==> src/rtl/toggle_cover_detector.sv <==
// Per-bit toggle-coverage detector: flags each bit once it has both risen and
// fallen, then emits one-cycle valid pulses, lowest index first, at most MAX_EMIT per cycle.
module toggle_cover_detector #(
    parameter int WIDTH    = 16,
    parameter int MAX_EMIT = 4
) (
    input  logic                           clock,
    input  logic                           reset,
    input  logic [WIDTH-1:0]               sig,
    input  logic                           clear,
    output logic [WIDTH-1:0]               valid,
    output logic [$clog2(WIDTH+1)-1:0]     hit_count,
    output logic                           all_covered,
    output logic                           busy
);
    localparam int CW = $clog2(WIDTH+1);

    logic [WIDTH-1:0] r_prev;
    logic             r_armed;
    logic [WIDTH-1:0] r_rose;
    logic [WIDTH-1:0] r_fell;
    logic [WIDTH-1:0] r_covered;
    logic [WIDTH-1:0] r_pending;
    logic [WIDTH-1:0] r_valid;
    logic [CW-1:0]    r_hit_count;
    logic             r_all_covered;
    logic             r_busy;

    logic [WIDTH-1:0] w_rose_next;
    logic [WIDTH-1:0] w_fell_next;
    logic [WIDTH-1:0] w_new;
    logic [WIDTH-1:0] w_covered_next;
    logic [WIDTH-1:0] w_cand;
    logic [WIDTH-1:0] w_sel;
    logic [CW-1:0]    w_hit_count_next;
    logic [WIDTH:0][CW-1:0] w_before;

    // Transitions only count once prev holds a genuine sample.
    assign w_rose_next    = r_armed ? (r_rose | (~r_prev & sig)) : r_rose;
    assign w_fell_next    = r_armed ? (r_fell | (r_prev & ~sig)) : r_fell;
    assign w_new          = w_rose_next & w_fell_next & ~r_covered;
    assign w_covered_next = r_covered | w_new;
    assign w_cand         = r_pending | w_new;

    // w_before[i] counts candidate bits below index i; the first MAX_EMIT win.
    assign w_before[0] = '0;
    generate
        for (genvar gi = 0; gi < WIDTH; gi++) begin : g_sel
            assign w_before[gi+1] = w_before[gi] + {{(CW-1){1'b0}}, w_cand[gi]};
            assign w_sel[gi]      = w_cand[gi] & (w_before[gi] < CW'(MAX_EMIT));
        end
    endgenerate

    always_comb begin
        w_hit_count_next = '0;
        for (int i = 0; i < WIDTH; i++) begin
            w_hit_count_next = w_hit_count_next + {{(CW-1){1'b0}}, w_covered_next[i]};
        end
    end

    always_ff @(posedge clock) begin
        if (reset) begin
            r_prev        <= '0;
            r_armed       <= 1'b0;
            r_rose        <= '0;
            r_fell        <= '0;
            r_covered     <= '0;
            r_pending     <= '0;
            r_valid       <= '0;
            r_hit_count   <= '0;
            r_all_covered <= 1'b0;
            r_busy        <= 1'b0;
        end else if (clear) begin
            // Re-arm: same-cycle hits are dropped, but the sample is kept.
            r_prev        <= sig;
            r_armed       <= 1'b0;
            r_rose        <= '0;
            r_fell        <= '0;
            r_covered     <= '0;
            r_pending     <= '0;
            r_valid       <= '0;
            r_hit_count   <= '0;
            r_all_covered <= 1'b0;
            r_busy        <= 1'b0;
        end else begin
            r_prev        <= sig;
            r_armed       <= 1'b1;
            r_rose        <= w_rose_next;
            r_fell        <= w_fell_next;
            r_covered     <= w_covered_next;
            r_pending     <= w_cand & ~w_sel;
            r_valid       <= w_sel;
            r_hit_count   <= w_hit_count_next;
            r_all_covered <= &w_covered_next;
            r_busy        <= |(w_cand & ~w_sel);
        end
    end

    assign valid       = r_valid;
    assign hit_count   = r_hit_count;
    assign all_covered = r_all_covered;
    assign busy        = r_busy;
endmodule

==> config.mk <==
export PLATFORM = sky130hd
export DESIGN_NAME = toggle_cover_detector
export DESIGN_NICKNAME = d
export VERILOG_FILES = /design/src/rtl/toggle_cover_detector.sv
export SDC_FILE = /design/constraint.sdc
export NUM_CORES = 1
export LEC_CHECK = 0
export ABC_AREA = 1
export BUFFER_PORTS_ARGS = -buffer_cell sky130_fd_sc_hd__buf_2
export CAP_MARGIN = 20
export CORE_MARGIN = 5
export CORE_UTILIZATION = 30
export DETAILED_ROUTE_END_ITERATION = 8
export GPL_TIMING_DRIVEN = 0
export PLACE_DENSITY_LB_ADDON = 0.1
export SLEW_MARGIN = 40
export SYNTH_ARGS = -nofsm -noshare
export SYNTH_HDL_FRONTEND = slang
export SYNTH_SLANG_ARGS = --single-unit
==> constraint.sdc <==
create_clock -name clock -period 9.3 [get_ports clock]
set_clock_uncertainty 0.05 [all_clocks]
set_input_delay 1.86 -clock clock [delete_from_list [all_inputs] [get_ports clock]]
set_output_delay 1.86 -clock clock [all_outputs]
set_load 0.05 [all_outputs]
-- Yosys cells after proc, flatten, opt, wreduce, memory -nomap -nowiden
Cells that the tools add are included.
- flip-flop bits (word level): 104
- input bits: 19
- output and inout port bits: 23
- add/sub/neg operators: 29
- magnitude comparators: 15
- muxes and demuxes: 3
- bitwise operators: 28
- reduce and logical (&&, ||, !) cells: 3
- operators with widths (kind ; count):
    adder 5 x 1 -> 5 bit ; 21
    bitwise AND 16 bit ; 5
    inverter 16 bit ; 4
    OR 16 bit ; 4
    less-than comparator 5 x 3 -> 1 bit, second input constant ; 11
    2-to-1 mux 16 bit ; 2
    AND reduction 16 bit ; 1
    OR reduction 16 bit ; 1
    bitwise AND 1 bit ; 15
    adder 4 x 1 -> 5 bit ; 2
    adder 3 x 1 -> 4 bit ; 2
    adder 2 x 1 -> 3 bit ; 2
    adder 1 x 1 -> 2 bit ; 2
    less-than comparator 4 x 3 -> 1 bit, second input constant ; 1
    less-than comparator 1 x 3 -> 1 bit, second input constant ; 1
    less-than comparator 2 x 3 -> 1 bit, second input constant ; 1
    less-than comparator 3 bit, second input constant ; 1
    OR reduction 2 bit ; 1
    2-to-1 mux 1 bit ; 1

-- Logic depth before layout (Yosys ltp)
- depth after elaboration: 26
- gate-level depth with buffers: 41

-- Worst setup path after synthesis
OpenSTA, ideal clock, no wires.
- path type: input to register
- start: input sig[1]
- end: register r_busy, in the netlist busy
- library setup time: 0.117 ns
- arrival time: 7.434 ns
- slack: 1.699 ns
- stages: 29
- buffers on the path: 0
- cells stage by stage: inv_1 nand2_1 o21ai_0 inv_1 or2_2 nor2_1 inv_1 fa_1 inv_1 ha_1 fa_1 ha_1 ha_1 ha_1 ha_1 ha_1 ha_1 ha_1 ha_1 ha_1 ha_1 nand3_1 inv_1 nand2_1 nand3_1 nand2_2 nand2_1 a21oi_1 nand2_1
- word-level cells in the longest chain between the ends: 26
- RTL lines (item ; line ; source):
    from (decl) ; 9 ; input logic [WIDTH-1:0] sig,
    inverter 16 bit ; 40 ; assign w_fell_next = r_armed ? (r_fell | (r_prev & ~sig)) : r_fell;
    bitwise AND 16 bit ; 40 ;
    OR 16 bit ; 40 ;
    2-to-1 mux 16 bit ; 40 ;
    bitwise AND 16 bit (*) (2 in a row) ; 41 ; assign w_new = w_rose_next & w_fell_next & ~r_covered;
    OR 16 bit (*) ; 43 ; assign w_cand = r_pending | w_new;
    via w_cand[1] ; 33 ; logic [WIDTH-1:0] w_cand;
    adder 1 x 1 -> 2 bit ; 49 ; assign w_before[gi+1] = w_before[gi] + {{(CW-1){1'b0}}, w_cand[gi]};
    adder 2 x 1 -> 3 bit ; 49 ;
    adder 3 x 1 -> 4 bit ; 49 ;
    adder 4 x 1 -> 5 bit ; 49 ;
    adder 5 x 1 -> 5 bit (10 in a row) ; 49 ;
    less-than comparator 5 x 3 -> 1 bit ; 50 ; assign w_sel[gi] = w_cand[gi] & (w_before[gi] < CW'(MAX_EMIT));
    bitwise AND 1 bit ; 50 ;
    inverter 16 bit ; 95 ; r_busy <= |(w_cand & ~w_sel);
    bitwise AND 16 bit (*) ; 95 ;
    OR reduction 16 bit (*) ; 95 ;
    to (signal assigned) ; 95 ;
    to (decl) ; 27 ; logic r_busy;
Mark *: on every way through the listed nets, which the timed path passes. The rest lies on a longest branch.
A chain may end at the register's enable or synchronous reset.

-- Final worst setup path
Same ends and word-level chain as after synthesis.

==> results.toml <==
[drt]
drc = 0
drt-initial-drc-count = 187
wl_mm = 11.83
wire_per_inst_um = 11.45
viasPerCell = 4.208
dr.pass1.iters = 4
dr_total_vias = 4347
ant_nets = 0

[floorplan]
row_count = 48
die_w_um = 142.8
io_pins = 42
die_y_um = 142.8
initial_utilization_pct = 30.60
dieArea_mm2 = 0.02040
core-area_mm2 = 0.01730

[power_and_ir_drop]
p_seq_share_pct = 50.9
irDropWorstVdd_mv = 0.1057
p_int_uw = 662.1
power_switching_uw = 203.1
comb_power_share_pct = 4.3
leakagePower_uw = 0.003405
netSwitchingFraction_pct = 23.47
p_clk_share_pct = 44.7
p_total_uw = 865.2
power_density_mw_per_mm2 = 142.5

[setup_path]
critPathSlowestCell = "fa_1"
cpMostUsedCell = "ha_1"
crit_type = "in2reg"
critPathMaxStageDelay_ns = 0.54
critical_path_arrival_ns = 8.04
start_kind = "input pin"
crit_fanout = 3
required_ns = 9.49
cp-end-kind = "flip-flop"

[clock_tree]
cts.clk_slew.worst_paths_ns = 0.07
cts_resized = 0
post_cts_buffers = 0
clk_latency_ns = 0.35
clk_path_buf_depth = 2
cts_made_buffers = 9
clkSinkCount = 101
cts-root-buf = "clkbuf_16"
post_cts_hold_buffer_count = 0
h-tree-depth = 3
cts_tree = "done"

[yosys]
synth-simple-area-share_pct = 29.72
async_flop_share_pct = 0
synth-compound-area-share_pct = 6.974
synth_xor_area_share_pct = 0
synth_nets = 813
ys_warn_count = 0
yosysTopAreaCellShare_pct = 38.20
synth_cells = 752
synthDistinctLibCells = 23
synth_top_area_cell = "dfxtp_1"
synth.area.top_cells = "dfxtp_1, inv_1, nand2_1"
synth_top_family_by_area = "simple AND/OR/NAND/NOR gates"
synth_flop_cell = "dfxtp_1"
synth-edff-count = 0
netlist_area_mm2 = 0.005293
synth_common_cells = "inv_1, nand2_1, nor2_1, dfxtp_1, nand2_2"
ys_ff_latch = 101
synthMuxAreaShare_pct = 0
yosys.area_share.adder_pct = 11.63
ys_seq_area_share_pct = 38.20
synth.most_common_cell = "inv_1"
syn_area_per_cell_um2 = 7.038

[placement]
dpl.hpwl_mm = 9.598
dpl_cell_area_mm2 = 0.005774
place.port_buffers = 40
place_congestion = 0.7560

[timing]
fin_crit_ns = 7.849
drv_slew = 0
fin_crit_sh_pct = 84.39
grt_setup_unrepaired = "false"
setup_viol = 0
max_freq_mhz = 127.4
setup_tns_ns = 0
worstMarginPinSlew_ns = 0.6039
maxSlewHeadroom_pct = 59.74
finalHoldViolations = 0

[finish]
drive_gt1_share_pct = 13.74
num-fill-cells = 1853
fin_nets = 864
antenna_cells = 0
final_cell_area_mm2 = 0.006072
area_growth_pct = 14.73

[global_routing]
grt_pass1_vias = 4465
grt_max_degree = 18
gr-total-overflow = 0
grt_pass1_wl_mm = 20.65
track_usage_pct = 12.50
grt_antenna_before_repair = 0

[status]
status = "completed"

[run]
maxCapViolations = 0

[worst_hold_path]
hold_path.class = "reg2reg"
==> power by group through the flow <==
stage | combinational [uW] | clock, uW | sequential (uW)
finish | 37.5 | 387 | 441
global route | 44.3 | 420 | 441
CTS | 39.0 | 402 | 441
detailed placement | 38.8 | 0 | 451
global placement | 38.1 | 0 | 451
floorplan | 23.0 | 0 | 451
==> final timing paths <==
check	start	end	slack (ns)	depth (start not counted)
max	sig[1]	busy	1.45	30
min	r_rose[14]	r_rose[14]	0.41	2
max reg2reg	r_armed	busy	1.95	30
min reg2reg	r_rose[14]	r_rose[14]	0.41	2
==> through the flow <==
stage          cells  hold WS (ns)  util, %  setup slack [ns]
6_report        1033        0.4087    35.11             1.451
5_1_grt         1033        0.4262    35.11            0.9639
4_1_cts         1033        0.4178    35.11             1.416
3_5_place_dp    1017        0.3956    33.38             1.056
3_3_place_gp    1017        0.3852    33.38             1.046
2_1_floorplan    752        0.3700        -             1.699
==> layer usage <==
metal	vias to the layer above	GRT usage [%]	part of all wire (%)
met4	0	3.002	0.74
met1	1947	16.20	49
met5	-	0	0
met3	9	2.378	2.7
met2	35	21.54	48
li1	2356	-	-
==> kinds of logic after synthesis <==
| family | after synthesis |
|---|---|
| compound gates | 64 |
| simple gates | 355 |
| fa+ha+maj | 42 |
| flops | 101 |
| buf+inv | 190 |
==> layout make-up <==
class / instances / area (um^2) / share of cell area (%)
plain buffers: 12 / 45.04 / 0.7418
repair buffers: 40 / 200.2 / 3.297
flip-flops and latches: 101 / 2022 / 33.30
inverters: 178 / 668.1 / 11.00
clock buffers: 10 / 229.0 / 3.771
well taps: 225 / 281.5 / 4.636
clock inverters: 6 / 68.82 / 1.133
multi-input cells: 461 / 2557 / 42.12
==> sequential cells by signal, summed over array words and instances, names as in the netlist <==
signal and count:
r_covered 16, r_fell 16, r_prev 16, r_rose 16, valid 16, r_pending 13, hit_count 5, all_covered 1
busy 1, r_armed 1
==> worst max-delay path: cells and delay by family <==
family	cells	cell delay, ns
adders and majority gates	13	4.33
AOI/OAI and AO/OA	2	0.25
buffers and inverters	6	0.44
and+or+nand+nor	9	1.13
==> cells in the final DEF, fill, tap and decap left out, types with 2 or more instances in the layout <==
| master | n |
|---|---|
| nand3_2 | 10 |
| clkbuf_1 | 13 |
| nand2_2 | 34 |
| nand4_1 | 5 |
| nand3_1 | 33 |
| nor3_1 | 2 |
| clkinv_2 | 2 |
| or2_2 | 4 |
| inv_6 | 2 |
| a31oi_1 | 17 |
| dfxtp_1 | 101 |
| nor2_2 | 2 |
| o21bai_1 | 10 |
| o21ai_0 | 20 |
| buf_2 | 40 |
| inv_2 | 4 |
| clkbuf_16 | 9 |
| nand2_1 | 149 |
| a21oi_1 | 16 |
| nand2_4 | 2 |
| inv_1 | 174 |
| ha_1 | 30 |
| fa_1 | 12 |
| nor2_1 | 112 |
Power figures use the tool's default switching activity.
